--- src/rtl/rr_decode_arbiter.sv ---
// Round-robin arbiter for 8 requesters with encoded owner index and registered one-hot decode.
// Ownership ends on release, owner drop, or after MAX_HOLD consecutive grant cycles.
module rr_decode_arbiter #(
    parameter int unsigned N_REQ    = 8,
    parameter int unsigned IDX_W    = 3,
    parameter int unsigned MAX_HOLD = 16,
    parameter int unsigned CNT_W    = 8
) (
    input  logic             clk,
    input  logic             rst_n,
    input  logic [N_REQ-1:0] req,
    input  logic             rel,
    output logic [N_REQ-1:0] gnt,
    output logic [IDX_W-1:0] gnt_idx,
    output logic             gnt_vld,
    output logic             timeout
);

    typedef enum logic [0:0] {StIdle, StGrant} state_e;

    state_e             state_q, state_d;
    logic [N_REQ-1:0]   gnt_q, gnt_d;
    logic [IDX_W-1:0]   idx_q, idx_d;
    logic               vld_q, vld_d;
    logic               timeout_q, timeout_d;
    logic [IDX_W-1:0]   ptr_q, ptr_d;
    logic [CNT_W-1:0]   hold_q, hold_d;

    logic               found;
    logic [IDX_W-1:0]   win;
    logic [IDX_W-1:0]   cand;
    logic               owner_done;
    logic               at_limit;

    // First set request at or after ptr; index arithmetic wraps 7->0 naturally.
    always_comb begin
        found = 1'b0;
        win   = '0;
        cand  = '0;
        for (int unsigned i = 0; i < N_REQ; i++) begin
            cand = ptr_q + IDX_W'(i);
            if (!found && req[cand]) begin
                found = 1'b1;
                win   = cand;
            end
        end
    end

    assign owner_done = rel || !req[idx_q];
    assign at_limit   = (hold_q == CNT_W'(MAX_HOLD));

    always_comb begin
        state_d   = state_q;
        gnt_d     = gnt_q;
        idx_d     = idx_q;
        vld_d     = vld_q;
        timeout_d = 1'b0;
        ptr_d     = ptr_q;
        hold_d    = hold_q;
        unique case (state_q)
            StIdle: begin
                if (found) begin
                    state_d = StGrant;
                    idx_d   = win;
                    gnt_d   = N_REQ'(1) << win;
                    vld_d   = 1'b1;
                    hold_d  = CNT_W'(1);
                end
            end
            StGrant: begin
                if (owner_done || at_limit) begin
                    state_d   = StIdle;
                    gnt_d     = '0;
                    vld_d     = 1'b0;
                    ptr_d     = idx_q + IDX_W'(1);
                    hold_d    = '0;
                    // A release or owner drop on the limit cycle is not a timeout.
                    timeout_d = !owner_done;
                end else begin
                    hold_d = hold_q + CNT_W'(1);
                end
            end
            default: state_d = StIdle;
        endcase
    end

    always_ff @(posedge clk or negedge rst_n) begin
        if (!rst_n) begin
            state_q   <= StIdle;
            gnt_q     <= '0;
            idx_q     <= '0;
            vld_q     <= 1'b0;
            timeout_q <= 1'b0;
            ptr_q     <= '0;
            hold_q    <= '0;
        end else begin
            state_q   <= state_d;
            gnt_q     <= gnt_d;
            idx_q     <= idx_d;
            vld_q     <= vld_d;
            timeout_q <= timeout_d;
            ptr_q     <= ptr_d;
            hold_q    <= hold_d;
        end
    end

    assign gnt     = gnt_q;
    assign gnt_idx = idx_q;
    assign gnt_vld = vld_q;
    assign timeout = timeout_q;

endmodule
--- config.mk ---
export PLATFORM = sky130hd
export DESIGN_NAME = rr_decode_arbiter
export DESIGN_NICKNAME = d
export VERILOG_FILES = /design/src/rtl/rr_decode_arbiter.sv
export SDC_FILE = /design/constraint.sdc
export NUM_CORES = 1
export LEC_CHECK = 0
export ABC_CLOCK_PERIOD_IN_PS = 3300
export CAP_MARGIN = 10
export CORE_MARGIN = 1.5
export CORE_UTILIZATION = 35
export CTS_BUF_LIST = sky130_fd_sc_hd__clkbuf_4
export CTS_CLUSTER_DIAMETER = 50
export DETAILED_ROUTE_END_ITERATION = 7
export PLACE_DENSITY = 0.67
export SKIP_LAST_GASP = 1
export SLEW_MARGIN = 25
export SYNTH_ARGS = -nofsm -noshare
export SYNTH_HDL_FRONTEND = slang
export SYNTH_SLANG_ARGS = --single-unit
--- constraint.sdc ---
create_clock -name clk -period 3.3 [get_ports clk]
set_input_delay 0.495 -clock clk [delete_from_list [all_inputs] [get_ports clk]]
set_output_delay 0.495 -clock clk [all_outputs]
set_load 0.01 [all_outputs]
==> key figures <==
Clocking
  – Sink Count: 25
  – Worst-skew pair later-pin latency: 0.33 ns
  – Htree depth: 1
  – Max clock buf depth: 2
  – Clock-pin slew on the worst setup and hold paths: roughly 0.15 ns
  – Clock buffer count from CTS: 3
  – Root Driver: clkbuf_4
  – CTS tree: built
  – Hold_buf cts: 0

Synth
  – Mapped Nets: approximately 240
  – Fraction of registers with async set/reset: 100%
  – Yosys warns: 0
  – Post-synth EDFFs: 0
  – Synth Instances: 222
  – Seq/Total Area, Yosys: 27.7%
  – #FFs+latches synth: 25
  – Area leader, netlist: dfrtp_1
  – Post-synth cell types: 55
  – Syn avg cell area: 10.2 um^2
  – Synth top area share: 27.7%
  – Top post-synthesis cells by area: dfrtp_1 (28%), mux4_2 (18%), o21ai_0 (3.8%)
  – Mapped Area: 0.00226 mm^2
  – Ys flop type: dfrtp_1

Floorplanning
  – Site row count: 29
  – Starting Density: 36.0%
  – I/O Pins: 24
  – Die H: 83.3 um
  – Die width: 83.3 um
  – Die area: about 0.0069 mm^2
  – Core area: about 0.0063 mm^2

STA
  – Fin crit period: between 3 and 4 ns
  – Slew HR: 56.2%
  – Worst Clk Skew: around 0.016 ns
  – Setup TNS Final: 0 ns
  – Fin. Hold Viols: 0
  – Fmax: between 300 and 400 MHz
  – Least-Margin Pin Slew: 0.657 ns
  – Max-slew violation count: 0
  – Setup violators final: 0
  – Period utilization: 96.0%
  – Hold slack: 0.502 ns
  – RSZ-0062 raised after global routing: false

Drt
  – Mean routed wirelength per cell: 17.1 um
  – 1st-iter DRT viols: 121
  – Via count: a little under 2000
  – Remaining antenna violation count: 0
  – Vias per inst: around 6
  – Drt drc: 0
  – Routed WL: between 5000 and 6000 um
  – Pre-antenna DRT Iters: 4

Critical path
  – CP arrival: 3.41 ns
  – Worst r2r src: ptr_q[1]
  – CP Cell Sequence: inv_1 -> ha_4 -> mux2_2 -> or3_1 -> a311o_1 -> a211oi_2 -> buf_4 -> a21bo_1 -> a21o_1 -> a32o_1
  – Slowest CP cell: dfrtp_1
  – Startpoint types: flop
  – Slowest stage delay, CP: 0.38 ns
  – Setup Crit Path Kind: flop to flop
  – Worst Reg-to-Reg Cells: 10
  – R2R Path End: gnt[2]
  – CP Max Fanout: 11
  – Worst EP required: about 3.5 ns
  – CP endpoint kind: flop
  – FF-to-FF setup slack: 0.13 ns

Global routing
  – Initial antenna violation count: 0
  – Gr usage total: 16.9%
  – Global-route wire length before repair: 9710 um
  – Vias in the first global route: 1956
  – Largest net degree at the start of global routing: 26
  – GRT overflow: 0

Power and ir drop
  – Sw Share: 47.6%
  – Combinational power share: 78.0%
  – Max rail drop VDD: roughly 550 uV
  – Clk pwr share: 4.7%
  – Sw power: 1.45 mW
  – Leak: 1.11 nW
  – Sequential Power Share: 17.2%
  – Power per cell area: 1110 mW/mm^2
  – Pint: 1.60 mW

Min path
  – Hold Crit Class: input port to async pin

Placement
  – GP Congestion: ~0.9
  – Detail Placement HPWL: 4370 um
  – # port buffers: 23
  – Placed insts: around 330

Final layout
  – Finished Core Util: between 40% and 50%
  – Layout Nets: 278
  – N_diodes: 0
  – Layout cells sized above 1: 24.9%
  – Area Overhead vs Synth: 21.4%
  – Finished Layout Cells: 338
  – Filler instances: about 600

Status
  – Status: finished, final reports clean

Flow run
  – Max Cap Viol: 0
-- synth_stat cells (3+ instances only) --
cell type,n
nor2b_1,3
mux2_2,6
dfrtp_1,25
a32o_1,5
inv_1,9
nand2b_1,5
and3_1,5
buf_2,6
nand2_1,18
or3_1,3
xor2_1,3
a21o_1,4
a21oi_1,5
a211oi_2,3
o31ai_1,8
nor2_1,15
o21ai_0,17
mux4_2,18
ha_1,5
nand3_1,9
and2_1,3
mux2i_1,6
-- cell type report --
cell class                 instances  area (um^2)  area share, %
clock buffer                       3         22.5          0.822
multi-input combinational        176         1550           56.5
sequential                        25          626           22.8
timing repair buffer              46          403           14.7
inverter                          10         37.5           1.37
clock inverter                     1         7.51          0.274
tap                               77         96.3           3.52
-- logic make-up after synthesis --
| group | Yosys count | synth area share (%) |
|---|---|---|
| AOI/OAI and AO/OA | 61 | 19.7 |
| xor gates and xnor gates | 5 | 1.94 |
| adders and majority gates | 5 | 2.77 |
| buffers and inverters | 21 | 4.54 |
| DFF | 25 | 27.7 |
| muxes | 34 | 27.1 |
| and+or+nand+nor | 71 | 16.3 |
-- how the worst max path moves through the flow --
stage | depth (start not counted) | start | to
after floorplan | 13 | ptr_q[1] | gnt[0]
after global placement | 9 | req[6] | gnt[0]
after detailed placement | 9 | req[6] | gnt[2]
after CTS | 10 | ptr_q[1] | gnt[2]
after global routing | 10 | ptr_q[1] | gnt[2]
final | 10 | ptr_q[1] | gnt[2]
-- power groups by stage --
stage	sequential [mW]	combinational, mW	clock, mW
2_1_floorplan	0.504	1.66	0
3_3_place_gp	0.530	2.27	0
3_5_place_dp	0.527	2.29	0
4_1_cts	0.525	2.30	0.148
5_1_grt	0.544	2.58	0.159
6_report	0.526	2.38	0.145
-- registers in the layout, summed over array words and instances, names as in the netlist --
register  cells
gnt           8
timeout       1
gnt_vld       1
state_q       1
ptr_q         3
gnt_idx       3
hold_q        8
-- metal layers --
layer | track usage (%) | up-vias | share of wire (%) | wire length, um
met3 | 2.39 | 10 | 5.5 | 319
met1 | 23.5 | 970 | 46 | 2660
met2 | 27.4 | 63 | 46 | 2680
li1 | - | 938 | - | -
met5 | 0 | - | 0 | 0
met4 | 5.30 | 0 | 2.0 | 116
-- worst max-delay path: cells and delay by family (launching register included) --
family / cells / cell delay, ns
adder cells (fa/ha/maj): 1 / 0.35
AO/OA/AOI/OAI: 5 / 1.37
multiplexers: 1 / 0.36
buffers and inverters: 2 / 0.27
flip-flops: 1 / 0.38
AND/OR/NAND/NOR: 1 / 0.35
-- stage by stage --
step / area, um^2 / setup slack (ns) / power (mW)
floorplan: 2270 / 0.0258 / 2.17
global placement: 2680 / 0.0757 / 2.80
detailed placement: 2680 / 0.00464 / 2.82
CTS: 2710 / 0.128 / 2.97
global route: 2740 / 0.0102 / 3.28
finish: 2740 / 0.131 / 3.05
-- cells in the final DEF (no fill, tap or decap), types with 3 or more instances in the layout --
master and count:
a21o_1 4, ha_1 3, mux4_2 18, o31ai_1 8
a21oi_1 4, o21ai_0 17, mux2i_1 6, and3_1 5
clkdlybuf4s50_1 23, and2_1 3, or3_1 3, nor2b_1 3
nand2b_1 5, nor2_1 15, xor2_1 3, dfrtp_1 25
clkbuf_4 3, a211oi_2 3, nand2_1 18, inv_1 9
mux2_2 6, nand3_1 9, a32o_1 5, buf_4 23
-- what timing repair did --
item	in CTS	in global routing
endpoints found under the setup margin	0	6
buffers inserted	0	3
resized for setup	0	2
hold endpoints to repair	0	0
Note: power is estimated with default switching activity, not from simulation.
